<file path="config.mk">
export PLATFORM = sky130hd
export DESIGN_NAME = imem_boot_loader
export DESIGN_NICKNAME = d
export VERILOG_FILES = /design/src/rtl/imem_boot_loader.sv
export SDC_FILE = /design/constraint.sdc
export NUM_CORES = 1
export LEC_CHECK = 0
export ABC_AREA = 1
export CORE_MARGIN = 2
export CORE_UTILIZATION = 48
export DETAILED_ROUTE_END_ITERATION = 8
export PLACE_DENSITY_LB_ADDON = 0.05
export SYNTH_ARGS = -nofsm -noshare
export SYNTH_HDL_FRONTEND = slang
export SYNTH_SLANG_ARGS = --single-unit
export TNS_END_PERCENT = 10
</file>
<file path="constraint.sdc">
create_clock -name clock -period 1.8 [get_ports clock]
set_clock_uncertainty 0.05 [all_clocks]
set_input_delay 0.27 -clock clock [delete_from_list [all_inputs] [get_ports clock]]
set_output_delay 0.27 -clock clock [all_outputs]
set_load 0.05 [all_outputs]
</file>
<file path="src/rtl/imem_boot_loader.sv">
// imem_boot_loader: streams a length-prefixed, XOR-checked image into imem and holds the core in reset until it verifies.
module imem_boot_loader #(
  parameter int ADDR_WIDTH = 12,
  parameter int DATA_WIDTH = 32,
  parameter int MAX_WORDS  = 4096
) (
  input  logic                  clock,
  input  logic                  reset,
  input  logic                  start,
  input  logic                  in_valid,
  input  logic [7:0]            in_byte,
  output logic                  in_ready,
  output logic [ADDR_WIDTH-1:0] address_imem_wr,
  output logic [DATA_WIDTH-1:0] d_imem,
  output logic                  wren_imem,
  output logic                  proc_hold,
  output logic                  load_done,
  output logic                  load_error,
  output logic [ADDR_WIDTH:0]   words_loaded
);
  typedef enum logic [2:0] {S_IDLE, S_LEN_HI, S_LEN_LO, S_DATA, S_CHECK, S_DONE, S_ERROR} state_t;
  localparam logic [ADDR_WIDTH:0] W_ONE = 1;
  state_t state_q, state_d;
  logic [7:0] len_hi_q, csum_q;
  logic [ADDR_WIDTH:0] n_q, words_q;
  logic [1:0] idx_q;
  logic [23:0] asm_q;
  logic [ADDR_WIDTH-1:0] addr_q;
  logic [DATA_WIDTH-1:0] data_q;
  logic ready_q, wren_q, hold_q, done_q, err_q;
  logic ready_d, hold_d, done_d, err_d;
  logic acc, word_end, last_word, new_session;
  logic [15:0] n_full;
  assign acc         = in_valid && ready_q;
  assign n_full      = {len_hi_q, in_byte};
  assign word_end    = acc && state_q == S_DATA && idx_q == 2'd3;
  assign last_word   = (words_q + W_ONE) == n_q;
  assign new_session = start && (state_q inside {S_IDLE, S_DONE, S_ERROR});
  always_ff @(posedge clock or negedge reset) begin
    if (!reset) begin
      state_q <= S_IDLE;
      ready_q <= 1'b0;
      hold_q  <= 1'b1;
      done_q  <= 1'b0;
      err_q   <= 1'b0;
    end else begin
      state_q <= state_d;
      ready_q <= ready_d;
      hold_q  <= hold_d;
      done_q  <= done_d;
      err_q   <= err_d;
    end
  end
  always_comb begin
    state_d = state_q;
    case (state_q)
      S_IDLE, S_DONE, S_ERROR: state_d = start ? S_LEN_HI : state_q;
      S_LEN_HI: state_d = acc ? S_LEN_LO : state_q;
      S_LEN_LO: state_d = !acc ? state_q : 32'(n_full) > MAX_WORDS ? S_ERROR : n_full == 16'd0 ? S_CHECK : S_DATA;
      S_DATA:   state_d = (word_end && last_word) ? S_CHECK : state_q;
      S_CHECK:  state_d = !acc ? state_q : (in_byte == csum_q) ? S_DONE : S_ERROR;
      default:  state_d = S_IDLE;
    endcase
  end
  always_comb begin
    ready_d = state_d inside {S_LEN_HI, S_LEN_LO, S_DATA, S_CHECK};
    hold_d  = state_d != S_DONE;
    done_d  = state_d == S_DONE;
    err_d   = state_d == S_ERROR;
  end
  // A completed word is written the cycle after its last byte, at the pre-increment count.
  always_ff @(posedge clock or negedge reset) begin
    if (!reset) begin
      len_hi_q <= '0;
      n_q      <= '0;
      words_q  <= '0;
      idx_q    <= '0;
      csum_q   <= '0;
      asm_q    <= '0;
      addr_q   <= '0;
      data_q   <= '0;
      wren_q   <= 1'b0;
    end else begin
      wren_q <= word_end;
      if (new_session) begin
        words_q <= '0;
        csum_q  <= '0;
        idx_q   <= '0;
      end
      if (acc && state_q == S_LEN_HI) len_hi_q <= in_byte;
      if (acc && state_q == S_LEN_LO) n_q <= n_full[ADDR_WIDTH:0];
      if (acc && state_q == S_DATA) begin
        asm_q  <= {asm_q[15:0], in_byte};
        csum_q <= csum_q ^ in_byte;
        idx_q  <= idx_q + 2'd1;
      end
      if (word_end) begin
        addr_q  <= words_q[ADDR_WIDTH-1:0];
        data_q  <= {asm_q, in_byte};
        words_q <= words_q + W_ONE;
      end
    end
  end
  assign in_ready        = ready_q;
  assign address_imem_wr = addr_q;
  assign d_imem          = data_q;
  assign wren_imem       = wren_q;
  assign proc_hold       = hold_q;
  assign load_done       = done_q;
  assign load_error      = err_q;
  assign words_loaded    = words_q;
endmodule

</file>
==> run metrics, run 1 <==
Worst-Margin Slew=486 ps; Util after Layout=0.661; gate count of the mapped netlist=618; design area=7100 um2; Peak VDD IR=0.705 mV; register bit total from synthesis=120; Via density=5.02; Post-synth EDFFs=0; vias in the first global route=4349; # nets final=763; Area after DPL=6480 um2; syn_nets=632; Core Rows=38; sink count of the clock tree=120; status=finished, violations left; cts bufs inserted=17; H-Tree Depth=4; Req. time, crit path=2140 ps; port buffer count=73; die area=11800 um2; CP Max Fanout=7; sequential share of the synthesized area=0.572; DP Worst Slack=-327 ps; drt pass-1 iters=5; worst path arrival time=2300 ps; met1 GRT Util=0.312; final routed DRC violation total=0; post-route clock period utilization=1.09; synthesized area per cell=8.50 um2; Fin. Hold Viols=0; CTS tree=done; Worst Slack Setup Final=-157 ps; gpl congestion=0.862; endpoint class of the critical path=flop; Die Y=109 um; fraction of registers with async set/reset=1.00; Mapped Area=5260 um2; ys flop type=dfrtp_1; Max-cap violations=0; DRT antenna net count=0; layout cells sized above 1=0.251; hold_ws=71.2 ps; Hold Crit Class=in -> async; Tot GR Track Use=0.227; Max Freq=511 MHz; RSZ-0062 raised after global routing=true; Via Count=4529; number of synthesis warnings=0; core area=10700 um2; kind of critical path=reg -> reg; final WL=12400 um; layout-stage area growth over the synthesis result=35.2%; Tmin final=1960 ps; CTS root buf=clkbuf_8; Worst slew margin=0.677; Clock Latency Late Sink=500 ps; Unique masters post-synth=28; leakage power=3.58 nW; first-pass GRT wire length=20700 um; Initial Util=0.489; WL/cell=13.7 um; largest net degree at the start of global routing=65; Max clock buf depth=2; clock slew at reported path FFs=60 ps; die width=109 um; ant diodes=0; met2 Use GR=0.358; HPWL Detailed=8690 um; Final setup violation count=6; initial antenna violation count=0; Final Power=10.2 mW; Pwr per Cell Area=1430 nW/um2; failing checks=setup timing; Final Max Tran Viols=0; total gr overflow=0; drt initial violations=365; met3 GRT Util=0.0544; Startpoint Class=flop; GR peak layer=met2; fill count=921; number of I/O pins=74
## registers in the layout (all words and copies together) (netlist names)
name	cells
proc_hold	1
idx_q	2
csum_q	8
wren_imem	1
len_hi_q	8
asm_q	24
state_q	3
words_loaded	13
d_imem	32
load_error	1
in_ready	1
n_q	13
address_imem_wr	12
load_done	1
## where the power goes
part	total [mW]	internal (mW)	leakage, nW	switching (mW)
registers	3.95	3.45	1.59	0.499
logic	3.01	1.13	1.72	1.88
clock network	3.20	2.01	0.269	1.20
total	10.2	6.58	3.58	3.58
## what timing repair did
item | in CTS | in global routing
setup buffers | 0 | 1
pin swaps | 1 | 1
endpoints found under the hold margin | 119 | 0
hold buffers | 1 | 0
resized for setup | 5 | 11
endpoints found under the setup margin | 7 | 67
## synthesized netlist by cell type (2+ instances only)
| cell type | instances | area, um2 |
|---|---|---|
| ha_1 | 2 | 25.0 |
| nand2_2 | 2 | 12.5 |
| nor2_4 | 3 | 33.8 |
| dfrtp_1 | 119 | 2980 |
| nand2_1 | 206 | 773 |
| o21ai_0 | 87 | 435 |
| o22ai_1 | 7 | 43.8 |
| inv_2 | 5 | 18.8 |
| xnor2_1 | 4 | 35.0 |
| nand3_1 | 37 | 185 |
| inv_1 | 54 | 203 |
| a21oi_1 | 4 | 20.0 |
| o21ai_1 | 2 | 10.0 |
| xor2_1 | 6 | 52.6 |
| nor2_2 | 3 | 18.8 |
| nor3_1 | 2 | 10.0 |
| nand4_1 | 9 | 56.3 |
| clkbuf_1 | 21 | 78.8 |
| nand3b_1 | 8 | 60.1 |
| nor2_1 | 29 | 109 |
## per-layer routing
layer  vias up  wire length [um]
li1       2255                 -
met1      2151              5780
met2       108              5860
met3        15               556
met4         0               161
met5         -                 0
## critical path: stages (launching register included)
cell and delay (ps):
dfrtp_2 420, ha_4 190, nand2_8 80, nor2_4 140, nand3_1 90, nand2_1 110, nand2_2 70, nand2_1 60
nand2_1 70, nor2_2 100, nand4_2 140, nand2_2 120, nand3_1 80, nand2_1 80, nand2_1 50
## cells in the final DEF, fill, tap and decap left out, types with 6 or more instances in the layout
cell / count
o21ai_0: 87
nand3_1: 37
clkbuf_16: 16
buf_4: 114
inv_2: 6
nor2_2: 6
inv_1: 53
dfrtp_2: 10
dfrtp_1: 109
o22ai_1: 7
buf_12: 6
nand2_2: 7
xor2_1: 6
clkdlybuf4s50_1: 10
nand2_1: 200
nand4_1: 9
nor2_1: 25
nand3b_1: 8
## cell type report
cell class	instances	area, um2	area share
multi-input combinational	417	2010	0.282
timing repair buffer	134	1120	0.158
tap	140	175	0.0247
clock buffer	21	439	0.0618
clock inverter	11	124	0.0174
sequential	120	3020	0.425
inverter	59	221	0.0312
## final timing paths
path                                             start  cells after the start                     end  slack, ps
max in group asynchronous                        reset                      3     proc_hold$_DFF_PN1_       1040
min in group clock              d_imem[31]$_DFFE_PN0P_                      2  d_imem[31]$_DFFE_PN0P_        420
max                        words_loaded[1]$_DFFE_PN0P_                     14      in_ready$_DFF_PN0_       -160
min                                              reset                      2  d_imem[27]$_DFFE_PN0P_         70
min reg2reg                     d_imem[31]$_DFFE_PN0P_                      2  d_imem[31]$_DFFE_PN0P_        420
max reg2reg                words_loaded[1]$_DFFE_PN0P_                     14      in_ready$_DFF_PN0_       -160
## cell families (layout without fill, tap and decap cells)
logic type      Yosys count  in the layout  share of synthesized area
simple gates            303            303                      0.249
flops                   120            120                      0.572
compound gates          102            102                     0.0998
buf+inv                  81            225                     0.0581
xor+xnor                 10             10                     0.0167
fa+ha+maj                 2              2                    0.00476
## stage by stage
stage                     std cells  TNS [ps]
after detailed placement        868    -10620
after CTS                       901      -804
after global routing            902     -1700
after global placement          868     -8840
after floorplan                 618      -871
final                           902      -762
Power figures use the tool's default switching activity.
==> run 2: changes to the inputs <==
Settings changed: GPL_TIMING_DRIVEN set to 0.
==> run 2 against run 1 <==
The run still ends with setup timing left. Register-to-register slack got worse by 50 ps. Flip-flop and latch count is the same. Setup slack worse by 47 ps. Die area did not move. Routed wire length up 6.3%. Count of clock-buffer cells in the layout shrank 3. Non-clock buffer count shrank 29. Cell area fell by 2.4%. Total power rose by 2.9%. Cell count fell by 3.1%. First-iteration DRC count decreased by 3.6%. Critical path depth did not move. Highest routed layer unchanged.
==> run metrics, run 2 (same netlist as run 1, synthesis figures left out) <==
status=finished, violations left; failing checks=setup timing; Comb pwr share=0.278 (-0.018); Clock Latency Late Sink=520 ps (+20 ps); Worst Slack Setup Final=-203 ps (-46.7 ps); Final Power=10.5 mW (+2.9%); Net Sw Frac=0.360 (+0.00750); final WL=13100 um (+6.3%); kind of critical path=reg -> reg; Util after Layout=0.645 (-0.0162); Reg2Reg Capture Point=proc_hold$_DFF_PN1_; DRT antenna net count=0 (unchanged); Tmin final=2000 ps (+46.7 ps); fill count=934 (+1.4%); RSZ-0062 raised after global routing=true; Final setup violation count=6 (unchanged); gpl congestion=0.854 (-0.88%); Startpoint Class=flop; Via Count=4525 (-0.088%); CTS tree=done; die area=11800 um2 (unchanged); first-pass GRT wire length=21300 um (+3.0%); die width=109 um (unchanged); CTS root buf=clkbuf_8; switching pwr=3.76 mW (+5.1%); Max Freq=499 MHz (-2.3%); internal power=6.70 mW (+1.7%); Peak VDD IR=0.638 mV (-9.5%); drt initial violations=352 (-3.6%); final routed DRC violation total=0 (unchanged); worst path arrival time=2410 ps (+110 ps); R2R cell count=14 (unchanged); core area=10700 um2 (unchanged); Fin Setup TNS=-781 ps (-18.6 ps); ant diodes=0 (unchanged); H-Tree Depth=4 (unchanged); post-route clock period utilization=1.11 (+0.0260); reg2reg setup slack=-200 ps (-50 ps); Initial Util=0.489 (unchanged); commonest cells after routing, fill and taps aside=199 x nand2_1, 108 x dfrtp_1, 86 x o21ai_0; CP Max Fanout=7 (unchanged); Die Y=109 um (unchanged); # nets final=735 (-3.7%); Worst-Margin Slew=533 ps (+46.6 ps); Tot GR Track Use=0.236 (+0.00921); commonest non-fill, non-tap cell in the layout=nand2_1; hold_ws=122 ps (+51.2 ps); Hold Crit Class=in -> async; largest net degree at the start of global routing=96 (+48%); area taken by multi-input logic gates=2040 um2 (+1.6%); Max clock buf depth=2 (unchanged); HPWL Detailed=9130 um (+5.1%); Max-cap violations=0 (unchanged); number of cells in the finished layout apart from fillers=874 (-3.1%); layout cells sized above 1=0.144 (-0.106); initial antenna violation count=0 (unchanged); max reg flops=32 (unchanged); Final Max Tran Viols=0 (unchanged); clock slew at reported path FFs=60 ps (about the same); Via density=5.18 (+3.1%); layout-stage area growth over the synthesis result=31.9%; vias in the first global route=4233 (-2.7%); leakage power=3.54 nW (-0.97%); clock share of power=0.345 (+0.030); Reg power frac=0.377 (-0.012); Register Area=3020 um2 (about the same); Pwr per Cell Area=1510 nW/um2 (+5.5%); port buffer count=73 (unchanged); Core Rows=38 (unchanged); Fin. Hold Viols=0 (unchanged); placed cells=832 (-4.1%); drt pass-1 iters=5 (unchanged); total gr overflow=0 (unchanged); endpoint class of the critical path=flop; WL/cell=15.0 um (+9.7%); Worst slew margin=0.645 (-0.0324); number of I/O pins=74 (unchanged); cts bufs inserted=17 (unchanged); sink count of the clock tree=120 (unchanged); Req. time, crit path=2200 ps (+60 ps); reg2reg start=words_loaded[1]$_DFFE_PN0P_
## run 2: cell count changes in the layout (fill, tap and decap cells not counted), sizes merged
cell           previous run  this run
inv                      61        65
clkinvlp                  3         1
dlygate4sd2               1        50
bufinv                    2         4
clkdlybuf4s15             0         4
clkbuf                   21        41
nor2                     36        37
clkinv                    4         3
buf                     122        17
## run 2: worst max-delay path by stage
| stage | slack [ps] | endpoint | cells past startpoint | from |
|---|---|---|---|---|
| global placement | -4590 | in_ready$_DFF_PN0_ | 1 | reset |
| global route | -360 | proc_hold$_DFF_PN1_ | 13 | words_loaded[2]$_DFFE_PN0P_ |
| finish | -200 | proc_hold$_DFF_PN1_ | 14 | words_loaded[1]$_DFFE_PN0P_ |
| detailed placement | -820 | words_loaded[4]$_DFFE_PN0P_ | 9 | in_valid |
| floorplan | -130 | proc_hold$_DFF_PN1_ | 14 | words_loaded[1]$_DFFE_PN0P_ |
| CTS | -200 | proc_hold$_DFF_PN1_ | 14 | words_loaded[0]$_DFFE_PN0P_ |
## run 2: critical path, stage by stage, from the launching register on
cell      delay [ps]
dfrtp_2          440
ha_4             200
nand2_8           80
nor2_4           140
nand2_1           80
nand3b_1          90
nand2_1           60
nor2_1            90
nand2_1           80
nor2_2           130
nand4_4          140
nand2_4          110
nand3b_1          90
nor2_2           120
inv_1             50
## run 2: cell type report
cell class | instances | area share
timing repair buffer | 83 | 0.106
clock buffer | 18 | 0.0603
multi-input combinational | 418 | 0.294
sequential | 120 | 0.436
clock inverter | 14 | 0.0305
buffer | 22 | 0.0163
inverter | 59 | 0.0320
tap | 140 | 0.0253
## run 2: timing repair
| item | 4_1_cts | 5_1_grt |
|---|---|---|
| hold buffers | 1 | 0 |
| endpoints found under the hold margin | 119 | 0 |
| gates resized for setup | 85 | 39 |
| setup endpoints to repair | 115 | 79 |
| pin swaps | 5 | 4 |
| cloned | 0 | 1 |
| setup buffers | 4 | 4 |
## run 2: power by group through the flow
stage	clock (mW)	combinational (mW)	sequential, mW
finish	3.61	2.91	3.94
global route	3.79	3.26	4.03
CTS	3.64	2.82	3.93
detailed placement	0	2.81	3.99
global placement	0	2.73	3.96
floorplan	0	1.55	4.33
## run 2: metal layers
layer  up-vias  wire, um  track usage
met5         -         0            0
met4         0       225       0.0925
met3        17       592       0.0389
met2       128      6260        0.361
met1      2165      6060        0.338
li1       2215         -            -
## run 2: per-stage QoR
| step | cell area (um2) | worst slack (ps) |
|---|---|---|
| final | 6930 | -203 |
| after global routing | 6930 | -357 |
| after detailed placement | 6230 | -818 |
| after CTS | 6860 | -198 |
| after global placement | 6200 | -4590 |
| after floorplan | 5300 | -133 |
==> run 3: changes to the inputs <==
Settings changed: SKIP_CTS_REPAIR_TIMING set to 1, TNS_END_PERCENT 10 to 20.
==> run 3 against run 2 <==
Combinational power rose by 5%. Count of clock-buffer cells in the layout fell by 1. Non-clock buffer count rose by 8. Highest routed layer unchanged. The run still ends with setup timing left. Setup slack is essentially flat. Routed wire length grew 4.0%. Largest power group unchanged. Sequential share of layout area is 1.9 points lower.
==> run metrics, run 3 (same netlist as run 1, synthesis figures left out) <==
status=finished, violations left; failing checks=setup timing; Final Max Tran Viols=0 (unchanged); RSZ-0062 raised after global routing=true; area taken by multi-input logic gates=2030 um2 (-0.49%); Hold Crit Class=in -> async; Die Y=109 um (unchanged); worst path arrival time=2410 ps (about the same); ant diodes=0 (unchanged); total gr overflow=0 (unchanged); core area=10700 um2 (unchanged); drt pass-1 iters=5 (unchanged); # nets final=742 (+0.95%); commonest cells after routing, fill and taps aside=196 x nand2_1, 109 x dfrtp_1, 84 x o21ai_0; CTS tree=done; hold_ws=165 ps (+43.0 ps); Fin. Hold Viols=0 (unchanged); drt initial violations=278 (-21%); post-route clock period utilization=1.11 (about the same); kind of critical path=reg -> reg; Final setup violation count=7 (+1); R2R cell count=13 (-1); Core Rows=38 (unchanged); Via density=5.28 (+1.9%); max reg flops=32 (unchanged); number of I/O pins=74 (unchanged); Worst Slack Setup Final=-203 ps (+0.433 ps); layout-stage area growth over the synthesis result=38.0%; final WL=13700 um (+4.0%); Tmin final=2000 ps (-0.433 ps); sink count of the clock tree=120 (unchanged); Worst-Margin Slew=539 ps (+5.80 ps); leakage power=4.46 nW (+26%); Max-cap violations=0 (unchanged); largest net degree at the start of global routing=90 (-6.3%); Worst slew margin=0.640 (-0.00445); Register Area=3020 um2 (about the same); reg2reg start=words_loaded[1]$_DFFE_PN0P_; endpoint class of the critical path=flop; Peak VDD IR=0.802 mV (+26%); CP startpoint=words_loaded[1]$_DFFE_PN0P_; Max Freq=499 MHz (about the same); vias in the first global route=4392 (+3.8%); Req. time, crit path=2200 ps (about the same); die width=109 um (unchanged); CTS root buf=clkbuf_8; initial antenna violation count=0 (unchanged); Initial Util=0.489 (unchanged); gpl congestion=0.859 (+0.50%); clock slew at reported path FFs=60 ps (about the same); port buffer count=73 (unchanged); Tot GR Track Use=0.242 (+0.00631); HPWL Detailed=9260 um (+1.4%); CP Capture Point=proc_hold$_DFF_PN1_; first-pass GRT wire length=21800 um (+2.2%); Startpoint Class=flop; layout cells sized above 1=0.140 (-0.00406); WL/cell=15.5 um (+3.2%); reg2reg setup slack=-200 ps (about the same); Pwr per Cell Area=1470 nW/um2 (-2.5%); Clock Latency Late Sink=520 ps (about the same); Util after Layout=0.675 (+0.0299); Reg2Reg Capture Point=proc_hold$_DFF_PN1_; commonest non-fill, non-tap cell in the layout=nand2_1; die area=11800 um2 (unchanged); CP Max Fanout=7 (unchanged); DRT antenna net count=0 (unchanged); fill count=895 (-4.2%); Max clock buf depth=2 (unchanged); cts bufs inserted=17 (unchanged); H-Tree Depth=4 (unchanged); final routed DRC violation total=0 (unchanged); Via Count=4649 (+2.7%)
## run 3: area by class of cell
cell class,instances,area share
clock buffers,17,0.0571
well taps,140,0.0242
clock inverters,15,0.0307
inverters,59,0.0305
multi-input cells,417,0.280
repair buffers,91,0.144
flip-flops and latches,120,0.416
plain buffers,22,0.0176
## run 3: how the worst min path moves through the flow
| stage | depth (start not counted) | slack [ps] | end |
|---|---|---|---|
| after floorplan | 0 | -80 | address_imem_wr[0]$_DFFE_PN0P_ |
| after global placement | 2 | 400 | d_imem[26]$_DFFE_PN0P_ |
| after detailed placement | 1 | 120 | d_imem[26]$_DFFE_PN0P_ |
| after CTS | 1 | -430 | d_imem[26]$_DFFE_PN0P_ |
| after global routing | 2 | 180 | d_imem[27]$_DFFE_PN0P_ |
| final | 2 | 170 | d_imem[27]$_DFFE_PN0P_ |
## run 3: worst max-delay path, stage by stage (launching register included)
cell	delay [ps]
dfrtp_2	460
ha_4	200
nand2_8	80
inv_1	90
nand2_1	120
a21oi_1	80
nor2_1	110
nand2_1	80
nor2_2	160
nand4_4	150
nand2_4	110
nand3b_1	100
nor2_2	120
inv_1	50
## run 3: metal layers
layer	vias to the layer above	routed length, um	GRT usage	share of wire
met4	0	340	0.0952	0.025
met1	2253	6120	0.329	0.45
met3	28	756	0.0562	0.055
li1	2213	-	-	-
met2	155	6440	0.379	0.47
met5	-	0	0	0
## run 3: power breakdown
group / internal [mW] / leakage (nW) / switching [mW]
Sequential: 3.45 / 1.59 / 0.505
Clock: 2.39 / 0.305 / 1.26
Combinational: 1.10 / 2.56 / 1.96
Total: 6.95 / 4.46 / 3.72
## run 3: stage by stage
step	area, um2	setup WS [ps]	TNS, ps	std cells	power, mW
5_1_grt	7250	-370	-2730	881	11.3
3_3_place_gp	6200	-4610	-529230	831	6.70
2_1_floorplan	5300	-133	-871	618	5.89
6_report	7250	-203	-981	881	10.7
3_5_place_dp	6230	-809	-30250	832	6.80
4_1_cts	6870	-525	-23750	864	10.5
